==> src/rtl/digit_serial_adder.sv <==
// Digit-serial two's-complement add/sub: DIGIT bits per cycle, LSB digit first; result valid NDIG cycles after accept.
// Backpressure: the result is held in DONE until out_ready, and no new operands are accepted until it is taken.
module digit_serial_adder #(
    parameter int WIDTH = 16,
    parameter int DIGIT = 4
) (
    input  logic             clk,
    input  logic             rst,
    input  logic             in_valid,
    output logic             in_ready,
    input  logic [WIDTH-1:0] a,
    input  logic [WIDTH-1:0] b,
    input  logic             cin,
    input  logic             sub,
    output logic             out_valid,
    input  logic             out_ready,
    output logic [WIDTH-1:0] sum,
    output logic             cout,
    output logic             ovf
);
    localparam int NDIG = (DIGIT >= 1) ? WIDTH / DIGIT : 1;
    localparam int CW   = $clog2(NDIG + 1);
    localparam logic [CW-1:0] LAST = CW'(NDIG - 1);

    localparam logic [1:0] IDLE = 2'd0;
    localparam logic [1:0] RUN  = 2'd1;
    localparam logic [1:0] DONE = 2'd2;

    generate
        if (DIGIT < 1) begin : g_bad_digit
            $error("digit_serial_adder: DIGIT must be at least 1");
        end else if (WIDTH % DIGIT != 0) begin : g_bad_width
            $error("digit_serial_adder: WIDTH must be a multiple of DIGIT");
        end
    endgenerate

    logic [1:0]       state;
    logic [CW-1:0]    cnt;
    logic [WIDTH-1:0] a_sh;
    logic [WIDTH-1:0] b_sh;
    logic [WIDTH-1:0] sum_r;
    logic             carry;
    logic             cout_r;
    logic             ovf_r;

    logic [DIGIT-1:0] a_dig;
    logic [DIGIT-1:0] b_dig;
    logic [DIGIT-1:0] d_sum;
    logic             d_cout;
    logic             msb_cin;

    assign a_dig = a_sh[DIGIT-1:0];
    assign b_dig = b_sh[DIGIT-1:0];
    assign {d_cout, d_sum} = {1'b0, a_dig} + {1'b0, b_dig} + {{DIGIT{1'b0}}, carry};
    // Carry into the digit's top bit, recovered from its sum bit; only used on the last digit.
    assign msb_cin = a_dig[DIGIT-1] ^ b_dig[DIGIT-1] ^ d_sum[DIGIT-1];

    always_ff @(posedge clk) begin
        if (rst) begin
            state  <= IDLE;
            cnt    <= '0;
            a_sh   <= '0;
            b_sh   <= '0;
            sum_r  <= '0;
            carry  <= 1'b0;
            cout_r <= 1'b0;
            ovf_r  <= 1'b0;
        end else begin
            case (state)
                IDLE: begin
                    if (in_valid) begin
                        a_sh  <= a;
                        b_sh  <= sub ? ~b : b;
                        carry <= sub | cin;
                        cnt   <= '0;
                        state <= RUN;
                    end
                end
                RUN: begin
                    // New digits enter at the top; after NDIG shifts the word is complete and aligned.
                    sum_r <= (sum_r >> DIGIT) | (WIDTH'(d_sum) << (WIDTH - DIGIT));
                    a_sh  <= a_sh >> DIGIT;
                    b_sh  <= b_sh >> DIGIT;
                    carry <= d_cout;
                    cnt   <= cnt + 1'b1;
                    if (cnt == LAST) begin
                        cout_r <= d_cout;
                        ovf_r  <= msb_cin ^ d_cout;
                        state  <= DONE;
                    end
                end
                DONE: begin
                    if (out_ready) begin
                        state <= IDLE;
                    end
                end
                default: state <= IDLE;
            endcase
        end
    end

    assign in_ready  = (state == IDLE) & ~rst;
    assign out_valid = (state == DONE);
    assign sum       = sum_r;
    assign cout      = cout_r;
    assign ovf       = ovf_r;

endmodule

==> config.mk <==
export PLATFORM = sky130hd
export DESIGN_NAME = digit_serial_adder
export DESIGN_NICKNAME = d
export VERILOG_FILES = /design/src/rtl/digit_serial_adder.sv
export SDC_FILE = /design/constraint.sdc
export NUM_CORES = 1
export LEC_CHECK = 0
export ABC_AREA = 0
export CAP_MARGIN = 20
export CORE_UTILIZATION = 30
export DETAILED_ROUTE_END_ITERATION = 16
export SLEW_MARGIN = 10
export SYNTH_ARGS = -nofsm -noshare
export SYNTH_HDL_FRONTEND = slang
export SYNTH_SLANG_ARGS = --single-unit
==> constraint.sdc <==
create_clock -name clk -period 1.8 [get_ports clk]
set_input_delay 0.54 -clock clk [delete_from_list [all_inputs] [get_ports clk]]
set_output_delay 0.54 -clock clk [all_outputs]
set_load 0.02 [all_outputs]
==> results.md <==
- Synth top area cells: dfxtp_1 (40%), nor2_1 (6.7%), a21oi_1 (5.7%)
- Kind of critical path: reg2reg
- Remaining antenna violation count after routing: 0
- Crit path DAT: 1960 ps
- Initial Util: 0.315
- Asr flop ratio synth: 0
- Skew-Pair Late Insertion Delay: 310 ps
- Wire per inst: about 13 µm
- Pre-antenna DRT Iters: 4
- Area growth, synth to finish: 29.9%
- WP data required: between 2000 and 2500 ps
- Delay of the slowest critical-path stage: 430 ps
- Final net count: ~440
- Sequential share of the synthesized area: 0.400
- Total Wirelength: around 6.2 mm
- Die Y: between 90 and 100 µm
- Root Buffer: clkbuf_8
- Setup ws final: 57.8 ps
- Slew margin rel.: 0.558
- ANT cells: 0
- Startpoint Class: register
- Unrepaired setup endpoints after global routing: yes
- Fin Hold WS: between 400 and 500 ps
- Maximum clock rate: approximately 0.57 GHz
- Setup Viol. Count Final: 0
- CTS tree: yes
- Peak supply drop: about 0.00035 V
- Library cells used by synthesis: 37
- Ys flop type: dfxtp_1
- CP Buf/Inv Count: 1
- Cell taking the most area after synthesis: dfxtp_1
- Slew @ Worst Pin: between 600 and 700 ps
- Layout cell share with drive strength beyond 1: 0.171
- Post-synth EDFFs: 0
- Synth Instances: ~330
- Leak pwr: between 1.5 and 2 nW
- Gr usage total: 0.134
- Cells on worst reg2reg path: 7
- Vias in the first global route: 2285
- Multi-input gate area: roughly 0.0015 mm²
- Via count: 2299
- Most frequent cell after synthesis: dfxtp_1
- # fillers: 885
- Clock slew at reported path FFs: roughly 100 ps
- Yosys reg bits: 56
- Hold-fix buffers, CTS: 0
- Routability cong.: approximately 0.76
- Critical path capture point type: register
- Setup WS pre-CTS: -274 ps
- HP Class: reg2reg
- Post-route minimum period: between 1500 and 2000 ps
- Final Hold Vio Count: 0
- Port buffer count: 57
- Post-CTS Setup Bufs: 0
- Initial DRC count: 97
- Total CTS buffers: 5
- Initial antenna violation count: 0
- Period utilization: 0.968
- Clock skew: just over 10 ps
- Commonest cells in the netlist: dfxtp_1 (56), nor2_1 (50), nand2_1 (41), a21oi_1 (32), a22oi_1 (17)
- Top cell type's share of synthesized area: 0.400
- Critical-path cell list: fa_1, inv_1, fa_2, nand2b_4, a21oi_4, xor2_2, a311oi_2
- CP Max Fanout: 2
- Io pins: 58
- Slew Limit Fails: 0
- Syn_nets: 373
- DP HPWL: 4.40 mm
- Core box area: about 0.0089 mm²
- Status: finished, final reports clean
- Maximum root-to-sink buffer count: 2
- Critical path's top delay family: adder cells
- CP Depth: 7
- Syn Std Cell Area: 0.00280 mm²
- # Max-Cap Violations: 0
- DRC: 0
- Final Cell Area: around 0.0036 mm²
- Vias per inst: approximately 4.6
- Total grt overflow: 0
- Post-DP Area: 0.00350 mm²
- Power per cell area: 749 mW/mm²
- Register area: around 0.0011 mm²
- Yosys warns: 0
- Die W: roughly 99 µm
- CP max-delay cell: fa_1
- CTS H-tree lvls: 2
- Global-route wire length before repair: approximately 11 mm
- Mapped Avg Cell Area: 8.54 µm²
- FP Rows: 34
- CTS Sinks: 56
- Worst hold path cell count: 2
- Largest net degree at the start of global routing: 58
- Total die area: between 0.009 and 0.01 mm²
sequential cells by signal, summed over array words and instances, names as in the netlist:
register  count
cout          1
ovf           1
state         2
a_sh         16
b_sh         16
carry         1
cnt           3
sum          16
tightest hold or removal path, cell delays in order, from the launching register on:
cell and delay (ps):
dfxtp_1 320, nand2_1 50, a21oi_1 50
layer usage:
metal | vias to the layer above | global-route usage | share of wire
li1 | 1213 | - | -
met5 | - | 0 | 0
met4 | 0 | 0.0310 | 0.0079
met2 | 50 | 0.232 | 0.48
met1 | 1031 | 0.169 | 0.47
met3 | 5 | 0.0291 | 0.039
through the flow:
| stage | utilization | power, mW | setup TNS, ps | instances |
|---|---|---|---|---|
| 2_1_floorplan | - | 1.74 | 0 | 328 |
| 3_3_place_gp | 0.394 | 1.93 | -4950 | 491 |
| 3_5_place_dp | 0.394 | 1.93 | -5670 | 491 |
| 4_1_cts | 0.406 | 2.75 | 0 | 499 |
| 5_1_grt | 0.409 | 2.88 | -38.3 | 499 |
| 6_report | 0.409 | 2.73 | 0 | 499 |
power by group:
part / leakage, nW / switching [mW] / internal [mW]
clock: 0.0541 / 0.411 / 0.412
combinational: 0.998 / 0.277 / 0.268
sequential: 0.460 / 0.0435 / 1.31
total: 1.51 / 0.731 / 1.99
layout by cell type (no fill, tap or decap), drive strengths merged, types with 2 or more instances in the layout:
| cell | instances |
|---|---|
| nor3 | 13 |
| dlymetal6s2s | 2 |
| inv | 4 |
| dlygate4sd2 | 16 |
| dfxtp | 56 |
| a2111oi | 4 |
| nand2b | 6 |
| buf | 27 |
| ha | 5 |
| a211oi | 4 |
| nor2b | 17 |
| clkbuf | 5 |
| xor2 | 14 |
| o21ai | 12 |
| xnor2 | 4 |
| nand2 | 41 |
| fa | 2 |
| a21oi | 32 |
| a22oi | 17 |
| clkdlybuf4s50 | 36 |
| nor2 | 51 |
| and2b | 10 |
final timing paths:
| check | start | end | slack, ps |
|---|---|---|---|
| hold reg to reg | sum[1] | sum[1] | 460 |
| setup reg to reg | a_sh[0] | ovf | 60 |
| hold / removal | sum[1] | sum[1] | 460 |
| setup / recovery | a_sh[0] | ovf | 60 |
cell type report:
cell class | instances | share of cell area
clock inverters | 3 | 0.0117
multi-input cells | 241 | 0.416
inverters | 4 | 0.00413
flip-flops and latches | 56 | 0.310
clock buffers | 5 | 0.0189
repair buffers | 82 | 0.202
well taps | 108 | 0.0372
what timing repair did:
item	CTS	global route
endpoints found under the setup margin	20	6
pin swaps	1	1
resized for setup	27	10
logic make-up after synthesis:
group,synth area share
AO/OA/AOI/OAI,0.178
XOR/XNOR,0.0563
adder cells (fa/ha/maj),0.0366
buffers and inverters,0.0715
flip-flops,0.400
AND/OR/NAND/NOR,0.257
No activity file was read; power rests on OpenSTA's default activity.
